$ cat src/rtl/uart_tx_feeder.sv
// uart_tx_feeder: DEPTH-entry byte FIFO plus a launch controller that feeds
// one byte at a time to the UART transmit FSM and waits for its frame to end.
//
// Launch handshake: Data_Valid is a single-cycle pulse that moves the byte
// on P_DATA into the transmitter. The transmitter acknowledges by raising
// Busy, which stays high until the frame is finished. No new Data_Valid is
// issued until Busy has risen and fallen again, or until BUSY_TIMEOUT cycles
// pass without Busy rising, which abandons that byte and pulses TX_ERR.
// While Busy is high in IDLE, for whatever reason, nothing is launched.
module uart_tx_feeder #(
    parameter int DATA_WIDTH   = 8,
    parameter int DEPTH        = 16,
    parameter int ADDR_WIDTH   = 4,
    parameter int BUSY_TIMEOUT = 3
) (
    input  logic                  CLK,
    input  logic                  RST,
    input  logic [DATA_WIDTH-1:0] WR_DATA,
    input  logic                  WR_EN,
    output logic                  FULL,
    output logic                  EMPTY,
    output logic [ADDR_WIDTH:0]   COUNT,
    output logic                  OVF,
    output logic                  TX_ERR,
    output logic [DATA_WIDTH-1:0] P_DATA,
    output logic                  Data_Valid,
    input  logic                  Busy,
    output logic [1:0]            STATE_DBG
);

    typedef enum logic [1:0] {
        IDLE      = 2'd0,
        LAUNCH    = 2'd1,
        WAIT_BUSY = 2'd2,
        WAIT_DONE = 2'd3
    } state_t;

    localparam int TW = (BUSY_TIMEOUT > 1) ? $clog2(BUSY_TIMEOUT) : 1;
    localparam logic [TW-1:0]         TIMER_LAST = TW'(BUSY_TIMEOUT - 1);
    localparam logic [TW-1:0]         TIMER_ONE  = TW'(1);
    localparam logic [ADDR_WIDTH:0]   CNT_FULL   = (ADDR_WIDTH + 1)'(DEPTH);
    localparam logic [ADDR_WIDTH:0]   CNT_ONE    = (ADDR_WIDTH + 1)'(1);
    localparam logic [ADDR_WIDTH-1:0] PTR_ONE    = ADDR_WIDTH'(1);

    logic [DATA_WIDTH-1:0] mem [DEPTH];
    logic [ADDR_WIDTH-1:0] wr_ptr;
    logic [ADDR_WIDTH-1:0] rd_ptr;
    logic [ADDR_WIDTH:0]   count;
    logic [TW-1:0]         timer;
    state_t                state;
    logic                  do_write;
    logic                  do_pop;

    // Flags decode the registered count; FULL is the pre-edge view for writes.
    assign COUNT     = count;
    assign FULL      = (count == CNT_FULL);
    assign EMPTY     = (count == '0);
    assign STATE_DBG = state;

    assign do_write  = WR_EN && !FULL;
    assign do_pop    = (state == IDLE) && !EMPTY && !Busy;

    // Storage array; left unreset because count/pointers define validity.
    always_ff @(posedge CLK) begin
        if (RST && do_write) begin
            mem[wr_ptr] <= WR_DATA;
        end
    end

    // Write pointer, occupancy count and dropped-write pulse.
    always_ff @(posedge CLK) begin
        if (!RST) begin
            wr_ptr <= '0;
            count  <= '0;
            OVF    <= 1'b0;
        end else begin
            OVF <= WR_EN && FULL;
            if (do_write) begin
                wr_ptr <= wr_ptr + PTR_ONE;
            end
            case ({do_write, do_pop})
                2'b10:   count <= count + CNT_ONE;
                2'b01:   count <= count - CNT_ONE;
                default: count <= count;
            endcase
        end
    end

    // Launch FSM: pop in IDLE, pulse in LAUNCH, then follow Busy to frame end.
    always_ff @(posedge CLK) begin
        if (!RST) begin
            state      <= IDLE;
            rd_ptr     <= '0;
            timer      <= '0;
            P_DATA     <= '0;
            Data_Valid <= 1'b0;
            TX_ERR     <= 1'b0;
        end else begin
            Data_Valid <= 1'b0;
            TX_ERR     <= 1'b0;
            case (state)
                IDLE: begin
                    if (do_pop) begin
                        P_DATA     <= mem[rd_ptr];
                        rd_ptr     <= rd_ptr + PTR_ONE;
                        Data_Valid <= 1'b1;
                        state      <= LAUNCH;
                    end
                end
                LAUNCH: begin
                    timer <= '0;
                    state <= WAIT_BUSY;
                end
                WAIT_BUSY: begin
                    if (Busy) begin
                        state <= WAIT_DONE;
                    end else if (timer == TIMER_LAST) begin
                        // Transmitter never acknowledged; drop the byte.
                        TX_ERR <= 1'b1;
                        state  <= IDLE;
                    end else begin
                        timer <= timer + TIMER_ONE;
                    end
                end
                WAIT_DONE: begin
                    if (!Busy) begin
                        state <= IDLE;
                    end
                end
                default: state <= IDLE;
            endcase
        end
    end

endmodule

$ cat config.mk
export PLATFORM = sky130hd
export DESIGN_NAME = uart_tx_feeder
export DESIGN_NICKNAME = d
export VERILOG_FILES = /design/src/rtl/uart_tx_feeder.sv
export SDC_FILE = /design/constraint.sdc
export NUM_CORES = 1
export LEC_CHECK = 0
export BUFFER_PORTS_ARGS = -buffer_cell sky130_fd_sc_hd__buf_2
export CAP_MARGIN = 10
export CORE_MARGIN = 2
export CORE_UTILIZATION = 50
export DETAILED_ROUTE_END_ITERATION = 16
export GPL_TIMING_DRIVEN = 0
export PLACE_DENSITY = 0.67
export SLEW_MARGIN = 20
export SYNTH_ARGS = -nofsm -noshare
export SYNTH_HDL_FRONTEND = slang
export SYNTH_SLANG_ARGS = --single-unit
$ cat constraint.sdc
create_clock -name CLK -period 4.6 [get_ports CLK]
set_clock_uncertainty 0.1 [all_clocks]
set_input_delay 0.69 -clock CLK [delete_from_list [all_inputs] [get_ports CLK]]
set_output_delay 0.69 -clock CLK [all_outputs]
set_load 0.02 [all_outputs]
[After elaboration in Yosys (flattened, before gate mapping)]
Memory sizes are Yosys's and may differ from the RTL's. A register that Yosys moved wholly into a read port is not among the register bits.
Index checks and enable logic that the tools add are counted.
Cells by class
  add/sub/neg operators: 5
  eq/ne operators: 12
  muxes and demuxes: 13
  bitwise logic cells: 2
  reductions and logical operators: 18
Operator list (count)
  2-bit 2-to-1 mux: 6
  5-bit one-hot mux with 2 select lines: 1
  4-bit by 1-bit adder with 4-bit output (second input constant): 2
  2-bit == test (second input constant): 4
  2-bit != test (second input constant): 4
  2-bit one-hot mux with 4 select lines: 1
  3-bit AND reduction: 2
  5-bit by 1-bit adder with 5-bit output (second input constant): 1
  5-bit == test (second input constant): 1
  1-bit logical AND: 5
  5-bit zero test: 1
  5-bit by 1-bit subtractor with 5-bit output (second input constant): 1
  2-bit by 1-bit == test with 1-bit output (second input constant): 2
  1-bit zero test: 4
  1-bit 2-to-1 mux: 4
  2-bit one-hot mux with 2 select lines: 1
  2-bit AND reduction: 2
  2-bit nonzero test: 2
  3-bit != test (second input constant): 1
  3-bit OR reduction: 1
  2-bit by 1-bit adder with 2-bit output (second input constant): 1
  2-bit zero test: 1
  1-bit NOT: 2
Storage, ports and cells
  register bits: 20
  bits in writable memories: 128
  input port bits: 12
  output and inout bits: 20
  word-level logic and storage cells: 59
  memories kept: 1
Memory list
  mem: depth 16, width 8, read ports 1, clocked after Yosys merged registers in 1, write ports 1, RTL line 45  | logic [DATA_WIDTH-1:0] mem [DEPTH];

[Longest topological paths before layout]
  word-level depth: 6
  gate-level depth with buffers: 11
  depth with buffers taken out: 11

[Worst setup path before layout]
No wires, ideal clock.
  kind: in2reg
  from: input Busy
  to: register count[4], in the netlist COUNT[4]
  arrival time: 2.859 ns
  slack: 1.523 ns
  cell stages on the path: 11
  cells stage by stage: clkbuf_1 a2111oi_4 buf_2 ha_1 inv_1 fa_1 nor2b_1 o21ai_0 nand3_1 or3b_1 mux2i_1
On the way
  longest elaborated chain between the ends: 4
Ends and longest elaborated chain
  start: declaration: RTL line 27  | input logic Busy,
  1-bit zero test *
  1-bit logical AND *: RTL line 61  | assign do_pop = (state == IDLE) && !EMPTY && !Busy;
  net do_pop: RTL line 52  | logic do_pop;
  2-bit by 1-bit == test with 1-bit output or 2-bit == test (tied branches): RTL line 81  | case ({do_write, do_pop})
  5-bit one-hot mux with 2 select lines or 2-bit nonzero test (tied branches)
  end signal: assignment: RTL line 82  | 2'b10: count <= count + CNT_ONE;
  end signal: assignment: RTL line 83  | 2'b01: count <= count - CNT_ONE;
  end signal: assignment: RTL line 84  | default: count <= count;
  end: declaration: RTL line 48  | logic [ADDR_WIDTH:0] count;
The timed path passes the listed nets; every way through them passes the cells marked *.
A chain may end at the register's enable or synchronous reset.

[Worst setup path in the final report]
  from: register count[0], in the netlist COUNT[0]
  to: register count[4], in the netlist COUNT[4]
On the way
  longest elaborated chain between the ends: 6
Ends and longest elaborated chain
  5-bit zero test *: RTL line 57  | assign EMPTY = (count == '0);
  1-bit zero test *: RTL line 61
  1-bit logical AND * (2 in a row): RTL line 61
  net do_pop: RTL line 52
  2-bit by 1-bit == test with 1-bit output or 2-bit == test (tied branches): RTL line 81
  5-bit one-hot mux with 2 select lines or 2-bit nonzero test (tied branches)
Marked as above.

==> reports/qor.csv <==
stage;metric;value;unit
run_status;status;complete, no violations;
sta;slew-limit-headroom;0.399;
sta;hold_viol;0;
logic_synthesis;netlist_top_cells_area;edfxtp_1, dfxtp_1, mux2i_1, mux4_2, o22ai_1;
finish;final_nets;483;
clock_tree;cts_resized;0;
grt;grt_first_pass_wirelength;19.0;mm
critical_path;crit_slowest_cell;a2111oi_4;
clock_tree;insertion_delay;420;ps
clock_tree;clkSinkCount;156;
grt;grt_usage;0.199;
die;pin_count;32;
drt;routed_wl;12.4;mm
critical_path;setup.worst_path.start_class;flip-flop;
sta;tns;0;ps
drt;dr.pass1.iters;4;
grt;grt_start_max_net_pins;17;
die;die-area;13500;µm²
logic_synthesis;ys_ff_latch;156;
clock_tree;cts_buffer_depth;2;
logic_synthesis;synth_top_area_frac;0.610;
sta;setup_violations;0;
finish;drive_gt1_frac;0.191;
critical_path;arrival;3390;ps
finish;final_cells;643;
finish;syn_to_final_growth;16.0;%
critical_path;end_kind;flip-flop;
logic_synthesis;syn_inst;411;
hold_path;hold_path_class;in -> reg;
clock_tree;ctsHoldBuffers;0;
logic_synthesis;synthesis.nets;434;
logic_synthesis;ys_warn_count;0;
sta;fin_crit_sh;0.691;
pwr;p_total;0.00384;W
critical_path;crit_path_end;COUNT[4];
flow_run;cap_violations;0;
logic_synthesis;synthDistinctLibCells;36;
die;initial_core_util;0.506;
sta;rsz0062_at_grt;no;
grt;antenna_found_initial;0;
sta;tightestPinTransition;899;ps
placed_design;dp_hpwl;8.31;mm
critical_path;rr_startpoint;COUNT[0];
drt;routed-via-count;3573;
pwr;power_density;525;nW/µm²
critical_path;r2r_end;COUNT[4];
logic_synthesis;syn_area_per_cell;15.3;µm²
critical_path;path_class;reg -> reg;
drt;route.detailed.drc;0;
critical_path;critPathMaxFanout;10;
pwr;peakVddDrop;0.346;mV
critical_path;rr_worst_depth;11;
drt;wl_per_cell;19.2;µm
sta;finalMaxSlewViolations;0;
logic_synthesis;synth_area;6300;µm²
critical_path;crit_chain;nor4_4 -> a2111oi_4 -> buf_2 -> ha_1 -> inv_1 -> fa_1 -> nor2b_1 -> o21ai_0 -> nand3_1 -> or3b_1 -> mux2i_1;
pwr;p_leak;2.42;nW
clock_tree;cts-root-buf;clkbuf_16;
die;core.rowCount;41;
drt;ant_nets;0;
grt;overflow;0;
grt;grt_pass1_vias;3451;
sta;max_freq;315;MHz
critical_path;setup.worst_path.start;COUNT[0];
die;core_area;12500;µm²
drt;drt_iter0_drc;245;
placed_design;gp_congestion;0.921;
placed_design;dp_cells;613;
sta;fin_crit;3180;ps
clock_tree;cts_buffers;17;
critical_path;slowest_delay;520;ps
placed_design;numPortBuffers;30;
die;die_y;116;µm
drt;via_per_inst;5.56;
die;fp.dieW;116;µm
clock_tree;cts_tree;built;
logic_synthesis;ys_seq_area_frac;0.699;
critical_path;rrSetupSlack;1420;ps
clock_tree;htree_levels;4;
logic_synthesis;synth_top_area_cell;edfxtp_1;
critical_path;cp_data_required_time;4810;ps
finish;insertedDiodeCount;0;
clock_tree;post_cts_buffers;0;
hold_path;min-delay-start;WR_EN;
clock_tree;clkTransAtPathRegs;60;ps
## critical path: cells and delay by family (launching register included)
kind / cells / cell delay [ps]
multiplexers: 1 / 120
AND/OR/NAND/NOR: 4 / 670
buffers and inverters: 2 / 410
flip-flops: 1 / 460
adder cells (fa/ha/maj): 2 / 670
AO/OA/AOI/OAI: 2 / 620
## state kept, by name (all words and copies together), names as in the netlist
name	flops
COUNT	5
Data_Valid	1
OVF	1
P_DATA	8
STATE_DBG	2
TX_ERR	1
mem	128
rd_ptr	4
timer	2
wr_ptr	4
## how the worst min path moves through the flow
stage	endpoint	slack [ps]	depth (start not counted)
after floorplan	COUNT[4]	480	2
after global placement	COUNT[4]	410	2
after detailed placement	COUNT[4]	420	2
after CTS	OVF	400	2
after global routing	OVF	420	2
final	OVF	420	2
## per-layer routing
layer / vias up / GRT usage / routed length, µm / share of wire
met3: 27 / 0.0581 / 773 / 0.063
met1: 1772 / 0.259 / 5280 / 0.43
met4: 0 / 0.105 / 403 / 0.033
li1: 1660 / - / - / -
met2: 114 / 0.305 / 5900 / 0.48
met5: - / 0 / 0 / 0
## synthesized netlist by cell type, drive strengths merged
cell	count
nand4	2
nor4	1
xor2	4
mux4	11
a21boi	1
or3	1
nor3	15
or3b	2
buf	12
nand3b	2
a2111oi	1
edfxtp	128
a31oi	5
a21o	1
o22ai	21
nand2b	2
nand2	21
mux2i	46
clkbuf	10
o311ai	2
fa	1
o21ai	18
nor2	16
dfxtp	28
ha	10
xnor2	5
inv	10
nand3	7
nor2b	6
and2	13
a21oi	8
and3	1
## cells in the final DEF (no fill, tap or decap), types with 2 or more instances in the layout
| cell | netlist | routed |
|---|---|---|
| dfxtp_1 | 28 | 28 |
| a21oi_1 | 8 | 8 |
| mux4_2 | 11 | 11 |
| a31oi_1 | 5 | 5 |
| nor2b_1 | 6 | 6 |
| nor3_2 | 0 | 4 |
| clkinv_2 | 0 | 3 |
| buf_4 | 4 | 4 |
| buf_2 | 6 | 36 |
| nor2_1 | 16 | 16 |
| mux2i_1 | 46 | 46 |
| nand3_1 | 7 | 7 |
| nand4_1 | 2 | 2 |
| clkbuf_16 | 0 | 17 |
| o22ai_1 | 21 | 21 |
| xor2_1 | 4 | 4 |
| o21ai_0 | 18 | 18 |
| and2_1 | 13 | 13 |
| inv_1 | 10 | 10 |
| edfxtp_1 | 128 | 128 |
| clkinvlp_4 | 0 | 4 |
| ha_1 | 10 | 10 |
| nand2b_1 | 2 | 2 |
| xnor2_1 | 5 | 5 |
| clkbuf_1 | 10 | 10 |
| o311ai_0 | 2 | 2 |
| nor3_1 | 15 | 11 |
| nand3b_1 | 2 | 2 |
| bufinv_16 | 0 | 5 |
| nand2_1 | 21 | 21 |
## report_power, final
group	switching, W	internal [W]
logic	0.000414	0.000265
clock network	0.000529	0.000950
registers	0.0000695	0.00161
## final cells by class
cell class,count,area (µm²)
Fill cell,959,5150
Sequential cell,156,4400
Multi-Input combinational cell,223,1770
Clock buffer,17,425
Tap cell,172,215
Clock inverter,13,200
Timing Repair Buffer,30,150
Buffer,22,113
Inverter,10,37.5
## cells by family (layout without fill, tap and decap cells)
logic type / count (synthesis) / in the layout / synth area share
DFF: 156 / 156 / 0.699
and+or+nand+nor: 89 / 89 / 0.0729
AOI/OAI and AO/OA: 57 / 57 / 0.0566
muxes: 57 / 57 / 0.112
buffers and inverters: 32 / 92 / 0.0238
adders and majority gates: 11 / 11 / 0.0230
xor gates and xnor gates: 9 / 9 / 0.0125
## per-stage QoR
stage	hold WS, ps	util	setup slack [ps]	cell area (µm²)
floorplan	479	-	1520	6300
global placement	412	0.535	1260	6670
detailed placement	422	0.536	1220	6680
CTS	400	0.586	1420	7310
global route	416	0.587	1190	7310
finish	423	0.587	1420	7310
No activity file was read; power rests on OpenSTA's default activity.
